**src/rtl/tag_frame_arbiter.sv**
```systemverilog
// Frame-atomic round-robin mux of NUM_REQ AXI-stream sources: 1-cycle grant, 0-cycle beats, 1 idle gap per frame.
// m_axis_tready passes straight to the granted source only; TAG_ARB_MAX_BEATS_EN truncates frames at MAX_BEATS.
module tag_frame_arbiter #(
  parameter int NUM_REQ    = 4,
  parameter int NUM_TAGS   = 20,
  parameter int DATA_WIDTH = 256,
  parameter int MAX_BEATS  = 16,
  localparam int GW        = (NUM_REQ > 1) ? $clog2(NUM_REQ) : 1
) (
  input  logic                           clk,
  input  logic                           rst,
  input  logic [NUM_REQ-1:0]             s_axis_tvalid,
  output logic [NUM_REQ-1:0]             s_axis_tready,
  input  logic [NUM_REQ*DATA_WIDTH-1:0]  s_axis_tdata,
  input  logic [NUM_REQ*NUM_TAGS-1:0]    s_axis_tuser,
  input  logic [NUM_REQ-1:0]             s_axis_tlast,
  output logic                           m_axis_tvalid,
  input  logic                           m_axis_tready,
  output logic [DATA_WIDTH-1:0]          m_axis_tdata,
  output logic [NUM_TAGS-1:0]            m_axis_tuser,
  output logic                           m_axis_tlast,
  output logic                           busy,
  output logic [GW-1:0]                  grant_idx,
  output logic [15:0]                    frame_cnt,
  output logic                           trunc_flag
);

  typedef enum logic [1:0] {
    ST_IDLE  = 2'd0,
    ST_FWD   = 2'd1,
    ST_DRAIN = 2'd2
  } state_t;

  state_t          state_q;
  logic [GW-1:0]   grant_q;
  logic [GW-1:0]   rr_q;
  logic [15:0]     frame_cnt_q;
  logic            busy_q;

  logic            pick_vld;
  logic [GW-1:0]   grant_d;
  logic [GW-1:0]   rr_d;
  logic            src_vld;
  logic            src_last;
  logic            beat_fire;
  logic            cap_hit;

  // First requester at or after rr_q: scan from the far end so the nearest offset wins.
  always_comb begin
    logic [GW-1:0] idx;
    pick_vld = 1'b0;
    grant_d  = '0;
    idx      = '0;
    for (int i = NUM_REQ - 1; i >= 0; i--) begin
      idx = GW'((int'(rr_q) + i) % NUM_REQ);
      if (s_axis_tvalid[idx]) begin
        pick_vld = 1'b1;
        grant_d  = idx;
      end
    end
  end

  assign rr_d      = (int'(grant_q) == NUM_REQ - 1) ? '0 : grant_q + 1'b1;
  assign src_vld   = s_axis_tvalid[grant_q];
  assign src_last  = s_axis_tlast[grant_q];
  assign beat_fire = (state_q == ST_FWD) && src_vld && m_axis_tready;

  always_comb begin
    s_axis_tready = '0;
    if (state_q == ST_FWD) begin
      s_axis_tready[grant_q] = m_axis_tready;
    end else if (state_q == ST_DRAIN) begin
      s_axis_tready[grant_q] = 1'b1;
    end
  end

  assign m_axis_tvalid = (state_q == ST_FWD) && src_vld;
  assign m_axis_tdata  = s_axis_tdata[int'(grant_q)*DATA_WIDTH +: DATA_WIDTH];
  assign m_axis_tuser  = s_axis_tuser[int'(grant_q)*NUM_TAGS +: NUM_TAGS];
  assign m_axis_tlast  = src_last || ((state_q == ST_FWD) && cap_hit);

`ifdef TAG_ARB_MAX_BEATS_EN
  localparam int BW = (MAX_BEATS > 1) ? $clog2(MAX_BEATS) : 1;

  logic [BW-1:0] beat_q;
  logic          trunc_q;

  assign cap_hit    = (beat_q == BW'(MAX_BEATS - 1));
  assign trunc_flag = trunc_q;

  always_ff @(posedge clk or posedge rst) begin
    if (rst) begin
      state_q     <= ST_IDLE;
      grant_q     <= '0;
      rr_q        <= '0;
      frame_cnt_q <= '0;
      busy_q      <= 1'b0;
      beat_q      <= '0;
      trunc_q     <= 1'b0;
    end else begin
      case (state_q)
        ST_IDLE: begin
          if (pick_vld) begin
            grant_q <= grant_d;
            beat_q  <= '0;
            busy_q  <= 1'b1;
            state_q <= ST_FWD;
          end
        end
        ST_FWD: begin
          if (beat_fire) begin
            if (m_axis_tlast) begin
              frame_cnt_q <= frame_cnt_q + 16'd1;
              // Forced last: the source still owes the tail of its frame, swallow it.
              if (!src_last) begin
                trunc_q <= 1'b1;
                state_q <= ST_DRAIN;
              end else begin
                rr_q    <= rr_d;
                busy_q  <= 1'b0;
                state_q <= ST_IDLE;
              end
            end else begin
              beat_q <= beat_q + 1'b1;
            end
          end
        end
        ST_DRAIN: begin
          if (src_vld && src_last) begin
            rr_q    <= rr_d;
            busy_q  <= 1'b0;
            state_q <= ST_IDLE;
          end
        end
        default: begin
          busy_q  <= 1'b0;
          state_q <= ST_IDLE;
        end
      endcase
    end
  end
`else
  logic unused_cfg;

  assign cap_hit    = 1'b0;
  assign trunc_flag = 1'b0;
  assign unused_cfg = (MAX_BEATS > 0);

  always_ff @(posedge clk or posedge rst) begin
    if (rst) begin
      state_q     <= ST_IDLE;
      grant_q     <= '0;
      rr_q        <= '0;
      frame_cnt_q <= '0;
      busy_q      <= 1'b0;
    end else begin
      case (state_q)
        ST_IDLE: begin
          if (pick_vld) begin
            grant_q <= grant_d;
            busy_q  <= 1'b1;
            state_q <= ST_FWD;
          end
        end
        ST_FWD: begin
          if (beat_fire && src_last) begin
            frame_cnt_q <= frame_cnt_q + 16'd1;
            rr_q        <= rr_d;
            busy_q      <= 1'b0;
            state_q     <= ST_IDLE;
          end
        end
        default: begin
          busy_q  <= 1'b0;
          state_q <= ST_IDLE;
        end
      endcase
    end
  end
`endif

  assign busy      = busy_q;
  assign grant_idx = grant_q;
  assign frame_cnt = frame_cnt_q;

endmodule
```
**config.mk**
```make
export PLATFORM = sky130hd
export DESIGN_NAME = tag_frame_arbiter
export DESIGN_NICKNAME = d
export VERILOG_FILES = /design/src/rtl/tag_frame_arbiter.sv
export SDC_FILE = /design/constraint.sdc
export NUM_CORES = 1
export LEC_CHECK = 0
export ABC_AREA = 0
export CAP_MARGIN = 40
export CORE_AREA = 3 3 559 561
export DETAILED_ROUTE_END_ITERATION = 12
export DIE_AREA = 0 0 562 564
export PLACE_DENSITY = 0.3
export SYNTH_ARGS = -nofsm -noshare
export SYNTH_HDL_FRONTEND = slang
export SYNTH_SLANG_ARGS = --single-unit
```
**constraint.sdc**
```tcl
create_clock -name clk -period 2.7 [get_ports clk]
set_input_delay 0.54 -clock clk [delete_from_list [all_inputs] [get_ports clk]]
set_output_delay 0.54 -clock clk [all_outputs]
set_load 0.02 [all_outputs]
```
==> results of run 1 <==
state kept, by name (all words and copies together) (netlist names):
signal and flops:
grant_idx 2, busy 1, rr_q 2, frame_cnt 16
area by class of cell:
cell class	instances	area [sq um]	area share (%)
repair buffers	1509	15300	54.4
multi-input cells	366	6830	24.3
well taps	4120	5150	18.3
flip-flops and latches	21	533	1.89
diodes	80	200	0.711
clock buffers	4	78.8	0.280
inverters	6	22.5	0.0800
cells by family after synthesis:
group | Yosys count | synth area share [%]
compound gates | 14 | 1.16
xor+xnor | 15 | 1.71
mux | 280 | 81.6
other cells | 1 | 0.0488
fa+ha+maj | 5 | 0.814
flops | 21 | 6.84
simple gates | 51 | 3.58
buf+inv | 70 | 4.27
power by group through the flow:
| stage | sequential (mW) | combinational, mW | clock, mW |
|---|---|---|---|
| 6_report | 0.488 | 21.9 | 0.317 |
| 3_3_place_gp | 0.485 | 22.2 | 0 |
| 2_1_floorplan | 0.499 | 8.87 | 0 |
| 4_1_cts | 0.482 | 22.5 | 0.325 |
| 5_1_grt | 0.498 | 22.9 | 0.339 |
| 3_5_place_dp | 0.487 | 22.2 | 0 |
critical path, stage by stage, from the launching register on:
cell     delay [ns]
dfrtp_4        0.46
buf_12         0.16
buf_16         0.17
buf_4          0.15
buf_16         0.15
mux4_2         0.55
buf_6          0.18
synth_stat cells (3+ instances only):
cell and n:
and3_1 5, mux2i_1 3, ha_1 5, o21ai_0 3, nand2b_1 3, xor2_1 7
buf_4 3, dfrtp_1 21, a21oi_1 6, clkbuf_1 24, nand4_1 4, buf_1 4
nand2_1 13, mux4_2 277, nand3_1 6, nor2_1 10, buf_2 31, inv_1 6
xnor2_1 8
worst max path at each step:
| stage | to | slack [ns] | depth (start not counted) |
|---|---|---|---|
| final | m_axis_tdata[228] | 0.01 | 6 |
| after global routing | m_axis_tdata[235] | -0.06 | 6 |
| after CTS | m_axis_tdata[43] | -0.09 | 4 |
| after detailed placement | m_axis_tlast | -0.39 | 6 |
| after global placement | m_axis_tlast | -0.37 | 6 |
| after floorplan | m_axis_tdata[100] | 0.37 | 4 |
through the flow:
step	util [%]	TNS [ns]	power (mW)
global route	9.08	-0.511	23.7
CTS	9.01	-1.34	23.3
floorplan	-	0	9.37
finish	9.13	0	22.7
global placement	8.91	-0.528	22.7
detailed placement	8.91	-0.497	22.6
what timing repair did:
| item | in CTS | in global routing |
|---|---|---|
| gates resized for setup | 144 | 73 |
| gates cloned | 2 | 2 |
| buffers inserted | 11 | 9 |
| setup endpoints to repair | 181 | 58 |
routing by layer:
| layer | share of wire, % | vias to the layer above | global-route usage (%) |
|---|---|---|---|
| met3 | 20 | 804 | 14.6 |
| met1 | 35 | 6876 | 17.5 |
| met4 | 2.2 | 362 | 1.60 |
| met2 | 42 | 1677 | 24.8 |
| li1 | - | 5211 | - |
| met5 | 0.88 | - | 0 |
==> results.toml, run 1 <==
[timing]
setup_violations = 0
hold_viol = 0
fin_crit_sh_pct = 99.5
rsz0062_at_grt = "yes"
fmax_mhz = 372
slew_headroom_pct = 56.1
postLayoutSetupSlackWorst_ns = 0.0122
maxSlewViolCount = 0
worst_pin_slew_ns = 0.657
hold_slack_ns = 0.486
worst_clock_skew_ns = 0.00262
post-route-min-period_ns = 2.69

[global_routing]
grt_pass1_wl_um = 304000
antenna_found_initial = 516
track_usage_pct = 16.4
first_global_vias = 14117
grt-ovfl-total = 0
grt_max_degree = 40

[pwr]
leakage_nw = 9.00
powerDensity_nw_per_um2 = 806
pwr-share-seq_pct = 2.1
ir_drop_v = 0.000390
p_comb_share_pct = 96.5
p_sw_mw = 12.2
clockPowerShare_pct = 1.4
swShare_pct = 53.7
internal_power_mw = 10.5

[critical_path]
critPathKind = "register to output port"
r2r_cells = 9
crit_required_ns = 2.16
r2r-start = "grant_idx[0]"
r2r_slack_ns = 0.34
cp-end-kind = "output port"
timing.rr.end = "frame_cnt[14]"
crit_start = "grant_idx[0]"
critical_path_arrival_ns = 2.15
cp_max_fo = 12
critPathLaunchType = "register"

[die]
die_h_um = 564
die_w_um = 562
start_util_pct = 2.49
io_pins = 1417
dieArea_sq_um = 317000
core-area_sq_um = 308000
row_count = 204

[cells_and_area]
fin_area_sq_um = 28100
area_delta_synth_final_pct = 266
fillers = 35837
drive_gt1_share_pct = 31.7
final_common_cell = "clkdlybuf4s50_1"
final_cell_mix = "1133 x clkdlybuf4s50_1, 277 x mux4_2, 179 x buf_4"
fin_nets = 3027
instances_no_fill = 6106

[placement]
placed_cells = 6000
port_buffers = 1415
hpwl_um = 262000
place.gp.congestion = 0.934
pre_cts_slack_ns = -0.395
place_area_sq_um = 27500

[synthesis]
syn_inst = 457
synthTopCellsByArea = "mux4_2 81%, dfrtp_1 6.8%, buf_2 2.0%, clkbuf_1 1.2%, xnor2_1 0.91%"
ys_seq_elements = 21
ys_async_sr_fraction_pct = 100
yosysTopAreaCellShare_pct = 81.2
ys_warn_count = 0
yosys_most_used_dff = "dfrtp_1"
syn_area_per_cell_sq_um = 16.8
synthesis.nets = 1577
syn_area_sq_um = 7680
synth_edf_count = 0
synth_top_cell_by_area = "mux4_2"
synth-seq-area-share_pct = 6.84
synth.distinct_cells = 34

[drt]
wirelength_um = 272000
drtAntennaViolNets = 0
wire_per_inst_um = 44.5
num_vias = 14930
drt_iter0_markers = 1149
via_per_inst = 2.45
drtPass1Iterations = 4
drc = 0

[cts]
insertion_delay_ns = 0.25
clock_sinks = 21
root_buffer = "clkbuf_16"
clock_path_buffers = 2
holdBufCountCts = 0
clk_pin_slew_worst_paths_ns = 0.06
cts.htree.levels = 1
cts_buffers = 3
cts_tree = "yes"

[min_path]
hold_depth = 1
hold_end = "frame_cnt[15]"
hold_class = "register to register"
hp-start = "frame_cnt[15]"

[job]
maxCapViolCount = 0

[run_status]
status = "finished, final reports clean"
(Power assumes the default switching activity.)
==> inputs of run 2 (changes only) <==
--- a/config.mk
+++ b/config.mk
@@ -8,8 +8,10 @@
 export ABC_AREA = 0
 export CAP_MARGIN = 40
 export CORE_AREA = 3 3 559 561
+export CTS_BUF_LIST = sky130_fd_sc_hd__clkbuf_4
 export DETAILED_ROUTE_END_ITERATION = 12
 export DIE_AREA = 0 0 562 564
+export GPL_ROUTABILITY_DRIVEN = 0
 export PLACE_DENSITY = 0.3
 export SYNTH_ARGS = -nofsm -noshare
 export SYNTH_HDL_FRONTEND = slang
==> run 2 against run 1 <==
Compared with the run above: the flow now finishes with violations (setup timing); largest power group unchanged; critical endpoint is now m_axis_tuser[4]; global-route usage is essentially flat; die area is the same; flip-flop and latch count is the same; non-clock buffer count grew 27; total power grew 2.4%; hold slack gained 0.0099 ns.
==> results.toml, run 2 (synthesis gave the netlist of run 1 again) <==
[drt]
drtAntennaViolNets = 0
drc = 0
drt_iter0_markers = 1184
drtPass1Iterations = 5
route.met3.wl_um = 55200
num_vias = 15194
wirelength_um = 273000
met2WireLength_um = 114000
wire_per_inst_um = 44.4
via_per_inst = 2.47
wl_met1_um = 95300
top_layer = "met5"

[cts]
cts.htree.levels = 1
cts_buffers = 3
insertion_delay_ns = 0.31
clock_sinks = 21
clk_pin_slew_worst_paths_ns = 0.13
clock_path_buffers = 2
cts_tree = "yes"
root_buffer = "clkbuf_4"

[cells_and_area]
area_delta_synth_final_pct = 270
drive_gt1_share_pct = 35.0
final_common_cell = "clkdlybuf4s50_1"
largest_reg_flops = 16
final_cell_mix = "1133 x clkdlybuf4s50_1, 277 x mux4_2, 150 x buf_4"
instances_no_fill = 6148
fillers = 35872
fin_nets = 3054

[min_path]
hp-start = "frame_cnt[15]"
hold_end = "frame_cnt[15]"
hold_class = "register to register"
hold_depth = 1

[timing]
rsz0062_at_grt = "yes"
postLayoutSetupSlackWorst_ns = -0.123
hold_viol = 0
hold_slack_ns = 0.496
maxSlewViolCount = 0
worst_clock_skew_ns = 0.00533
slew_headroom_pct = 55.0
post-route-min-period_ns = 2.82
fmax_mhz = 354
fin_crit_sh_pct = 105
setup_violations = 51
worst_pin_slew_ns = 0.675

[pwr]
internal_power_mw = 10.9
p_sw_mw = 12.4
ir_drop_v = 0.000378
pwr-share-seq_pct = 2.1
clockPowerShare_pct = 0.7
leakage_nw = 9.13
powerDensity_nw_per_um2 = 818
p_comb_share_pct = 97.2
swShare_pct = 53.2

[global_routing]
grt-ovfl-total = 0
grt_max_degree = 40
first_global_vias = 14054
grt_pass1_wl_um = 303000
track_usage_pct = 16.4
antenna_found_initial = 524

[job]
maxCapViolCount = 0

[critical_path]
r2r_slack_ns = 0.38
cp_max_fo = 14
cp_top_family = "buffers and inverters"
r2r-start = "grant_idx[0]"
critical_path_arrival_ns = 2.28
cp-end-kind = "output port"
path_buf_inv = 4
timing.rr.end = "frame_cnt[14]"
cpMostUsedCell = "buf_16"
max_stage_delay_ns = 0.64
critPathKind = "register to output port"
slowest_stage = "mux4_2"
r2r_cells = 8
critPathLaunchType = "register"
crit_required_ns = 2.16
crit_chain = "buf_16 -> buf_16 -> buf_6 -> mux4_2 -> buf_12"

[die]
die_w_um = 562
die_h_um = 564
core-area_sq_um = 308000
dieArea_sq_um = 317000
io_pins = 1417
row_count = 204
start_util_pct = 2.49

[placement]
hpwl_um = 262000
placed_cells = 6000
port_buffers = 1415
pre_cts_slack_ns = -0.395

[run_status]
status = "finished, violations left"
failed_checks = "setup timing"
run 2: cell types whose count changed in the layout (fill, tap and decap cells not counted), moves of 3 or more:
cell / change
buf_12: +3
dlymetal6s2s_1: -5
diode_2: +15
buf_16: +3
buf_4: -29
buf_2: +21
clkbuf_4: +4
buf_6: +49
clkdlybuf4s15_1: -4
clkdlybuf4s15_2: -6
clkbuf_2: +29
dlygate4sd2_1: -35
run 2: worst max path at each step:
stage	startpoint	end	slack, ns	cells past startpoint
floorplan	grant_idx[0]	m_axis_tdata[100]	0.37	4
global placement	s_axis_tlast[2]	m_axis_tlast	-0.37	6
detailed placement	s_axis_tlast[2]	m_axis_tlast	-0.39	6
CTS	grant_idx[0]	m_axis_tdata[193]	-0.20	5
global route	grant_idx[0]	m_axis_tdata[35]	-0.17	5
finish	grant_idx[0]	m_axis_tuser[4]	-0.12	5
run 2: routing by layer:
layer,global-route usage (%),up-vias
met5,0,-
met4,1.38,374
met3,14.7,824
met2,25.0,1740
met1,17.4,6963
li1,-,5293
run 2: power by group through the flow:
stage | Sequential (mW) | Combinational, mW | Clock, mW
2_1_floorplan | 0.499 | 8.87 | 0
3_3_place_gp | 0.485 | 22.2 | 0
3_5_place_dp | 0.487 | 22.2 | 0
4_1_cts | 0.484 | 22.5 | 0.178
5_1_grt | 0.496 | 23.6 | 0.190
6_report | 0.487 | 22.6 | 0.174
run 2: layout make-up:
type / instances / area (sq um) / share of cell area, %
inverters: 6 / 22.5 / 0.0793
well taps: 4120 / 5150 / 18.1
multi-input cells: 366 / 6830 / 24.0
diodes: 95 / 238 / 0.837
clock buffers: 4 / 30.0 / 0.106
repair buffers: 1536 / 15600 / 54.9
flip-flops and latches: 21 / 533 / 1.88
run 2: through the flow:
stage          instance area [sq um]  power, mW  setup TNS (ns)  utilization, %
6_report                       28400       23.2           -1.65            9.22
5_1_grt                        28200       24.3           -6.96            9.16
4_1_cts                        27800       23.2           -8.64            9.00
3_5_place_dp                   27500       22.6          -0.497            8.91
3_3_place_gp                   27500       22.7          -0.528            8.91
2_1_floorplan                   7680       9.37               0               -
run 2: repair_timing:
item	in CTS	in global routing
resized for setup	210	188
hold buffers	0	0
endpoints found under the setup margin	215	167
setup buffers	13	30
cloned	2	4
==> inputs of run 3 (changes only) <==
--- a/config.mk
+++ b/config.mk
@@ -7,10 +7,10 @@
 export LEC_CHECK = 0
 export ABC_AREA = 0
 export CAP_MARGIN = 40
-export CORE_AREA = 3 3 559 561
+export CORE_AREA = 2 2 558 560
 export CTS_BUF_LIST = sky130_fd_sc_hd__clkbuf_4
 export DETAILED_ROUTE_END_ITERATION = 12
-export DIE_AREA = 0 0 562 564
+export DIE_AREA = 0 0 560 562
 export GPL_ROUTABILITY_DRIVEN = 0
 export PLACE_DENSITY = 0.3
 export SYNTH_ARGS = -nofsm -noshare
==> run 3 against run 2 <==
Compared with the run above: the flow still finishes with violations (setup timing); final cell count grew 0.68%; sequential power up 0.8%; highest routed layer unchanged; combinational power rose by 4%; core utilization grew 0.12 points; hold slack worse by 0.0087 ns; critical path depth is 2 lower; maximum frequency rose by 1.2%; flip-flop and latch count unchanged; total power increased by 3.8%; non-clock buffer count fell by 4.
==> results.toml, run 3 (synthesis gave the netlist of run 1 again) <==
[die]
core-area_sq_um = 308000
row_count = 204
die_w_um = 560
dieArea_sq_um = 315000
io_pins = 1417
start_util_pct = 2.49
die_h_um = 562

[cells_and_area]
fillers = 35812
final_common_cell = "clkdlybuf4s50_1"
multiInputGateArea_sq_um = 6840
fin_nets = 3050
post-route-util_pct = 9.33
largest_reg_flops = 16
final_cell_mix = "1130 x clkdlybuf4s50_1, 277 x mux4_2, 125 x buf_4"
area_delta_synth_final_pct = 275
drive_gt1_share_pct = 34.5
seq_area_sq_um = 533

[global_routing]
grt_pass1_wl_um = 304000
track_usage_pct = 16.4
grt_max_degree = 33
grt-ovfl-total = 0
antenna_found_initial = 481
first_global_vias = 14521

[cts]
root_buffer = "clkbuf_4"
clock_path_buffers = 2
insertion_delay_ns = 0.32
holdBufCountCts = 0
cts_buffers = 3
cts_tree = "yes"
clk_pin_slew_worst_paths_ns = 0.13
cts.htree.levels = 1
clock_sinks = 21

[timing]
hold_viol = 0
fin_crit_sh_pct = 103
rsz0062_at_grt = "yes"
slew_headroom_pct = 62.1
worst_clock_skew_ns = 0.00327
worst_pin_slew_ns = 0.566
maxSlewViolCount = 0
post-route-min-period_ns = 2.79
setup_violations = 37
hold_slack_ns = 0.488
postLayoutSetupSlackWorst_ns = -0.0899
fmax_mhz = 358

[drt]
drc = 0
via_per_inst = 2.48
met2WireLength_um = 111000
drtPass1Iterations = 4
wirelength_um = 269000
num_vias = 15346
wire_per_inst_um = 43.5
wl_met1_um = 96900
route.met3.wl_um = 52900
drtAntennaViolNets = 0
top_layer = "met5"
drt_iter0_markers = 1125

[min_path]
hold_class = "register to register"
hold_depth = 1

[pwr]
ir_drop_v = 0.000383
powerDensity_nw_per_um2 = 838
leakage_nw = 9.21

[placement]
pre_cts_slack_ns = -0.314
port_buffers = 1415
hpwl_um = 259000

[run_status]
status = "finished, violations left"
failed_checks = "setup timing"

[critical_path]
worstSetupPathDepth = 3
path_buf_inv = 2
max_stage_delay_ns = 0.77
critPathLaunchType = "input pin"
critPathKind = "input pin to output port"
crit_required_ns = 2.16
cp-end-kind = "output port"
crit_chain = "clkdlybuf4s50_1 -> mux4_2 -> buf_6"
slowest_stage = "mux4_2"
critical_path_arrival_ns = 2.25
cp_max_fo = 1
cp_top_family = "buffers and inverters"
r2r_cells = 9

[job]
maxCapViolCount = 0
## run 3: changes by cell type in the layout (fill, tap and decap cells not counted), sizes merged, moves of 3 or more
cell | previous run | this run
bufbuf | 0 | 3
diode | 95 | 141
dlygate4sd2 | 13 | 23
clkdlybuf4s50 | 1133 | 1130
buf | 332 | 339
clkbuf | 60 | 37
## run 3: report_power, final
part / switching (mW) / leakage, nW / internal (mW) / total [mW]
clock: 0.112 / 0.0186 / 0.0555 / 0.167
sequential: 0.108 / 0.274 / 0.383 / 0.491
combinational: 12.7 / 8.92 / 10.8 / 23.5
total: 12.9 / 9.21 / 11.2 / 24.1
## run 3: path summary, 6_finish.rpt
path | from | end | slack, ns
worst min-delay path | frame_cnt[15] | frame_cnt[15] | 0.49
worst max-delay path | s_axis_tdata[1001] | m_axis_tdata[233] | -0.09
worst min register to register | frame_cnt[15] | frame_cnt[15] | 0.49
max in group asynchronous | rst | frame_cnt[6] | 1.64
worst max register to register | grant_idx[1] | frame_cnt[11] | 0.37
min in group asynchronous | rst | frame_cnt[0] | 0.51
## run 3: layout make-up
class,count,share of cell area [%]
Inverter,6,0.0782
Clock buffer,3,0.0782
Tap cell,4120,17.9
Clock inverter,1,0.0174
Multi-Input combinational cell,366,23.8
Antenna cell,141,1.23
Timing Repair Buffer,1532,55.1
Sequential cell,21,1.85
## run 3: what timing repair did
item,CTS,global route
setup endpoints to repair,240,192
cloned,6,2
gates resized for setup,223,157
setup buffers,31,11
## run 3: layer usage
layer  up-vias  global-route usage (%)
met3       724                    14.6
met5         -                       0
met1      7195                    17.6
li1       5371                       -
met4       330                    1.93
met2      1726                    24.6
## run 3: through the flow
stage	total power [mW]	area, sq um	std cells	setup TNS (ns)
2_1_floorplan	9.37	7680	457	0
3_3_place_gp	22.9	27400	5996	-1.81
3_5_place_dp	22.8	27400	5996	-1.58
4_1_cts	24.3	28200	6037	-6.96
5_1_grt	25.1	28500	6085	-7.27
6_report	24.1	28800	6190	-1.00
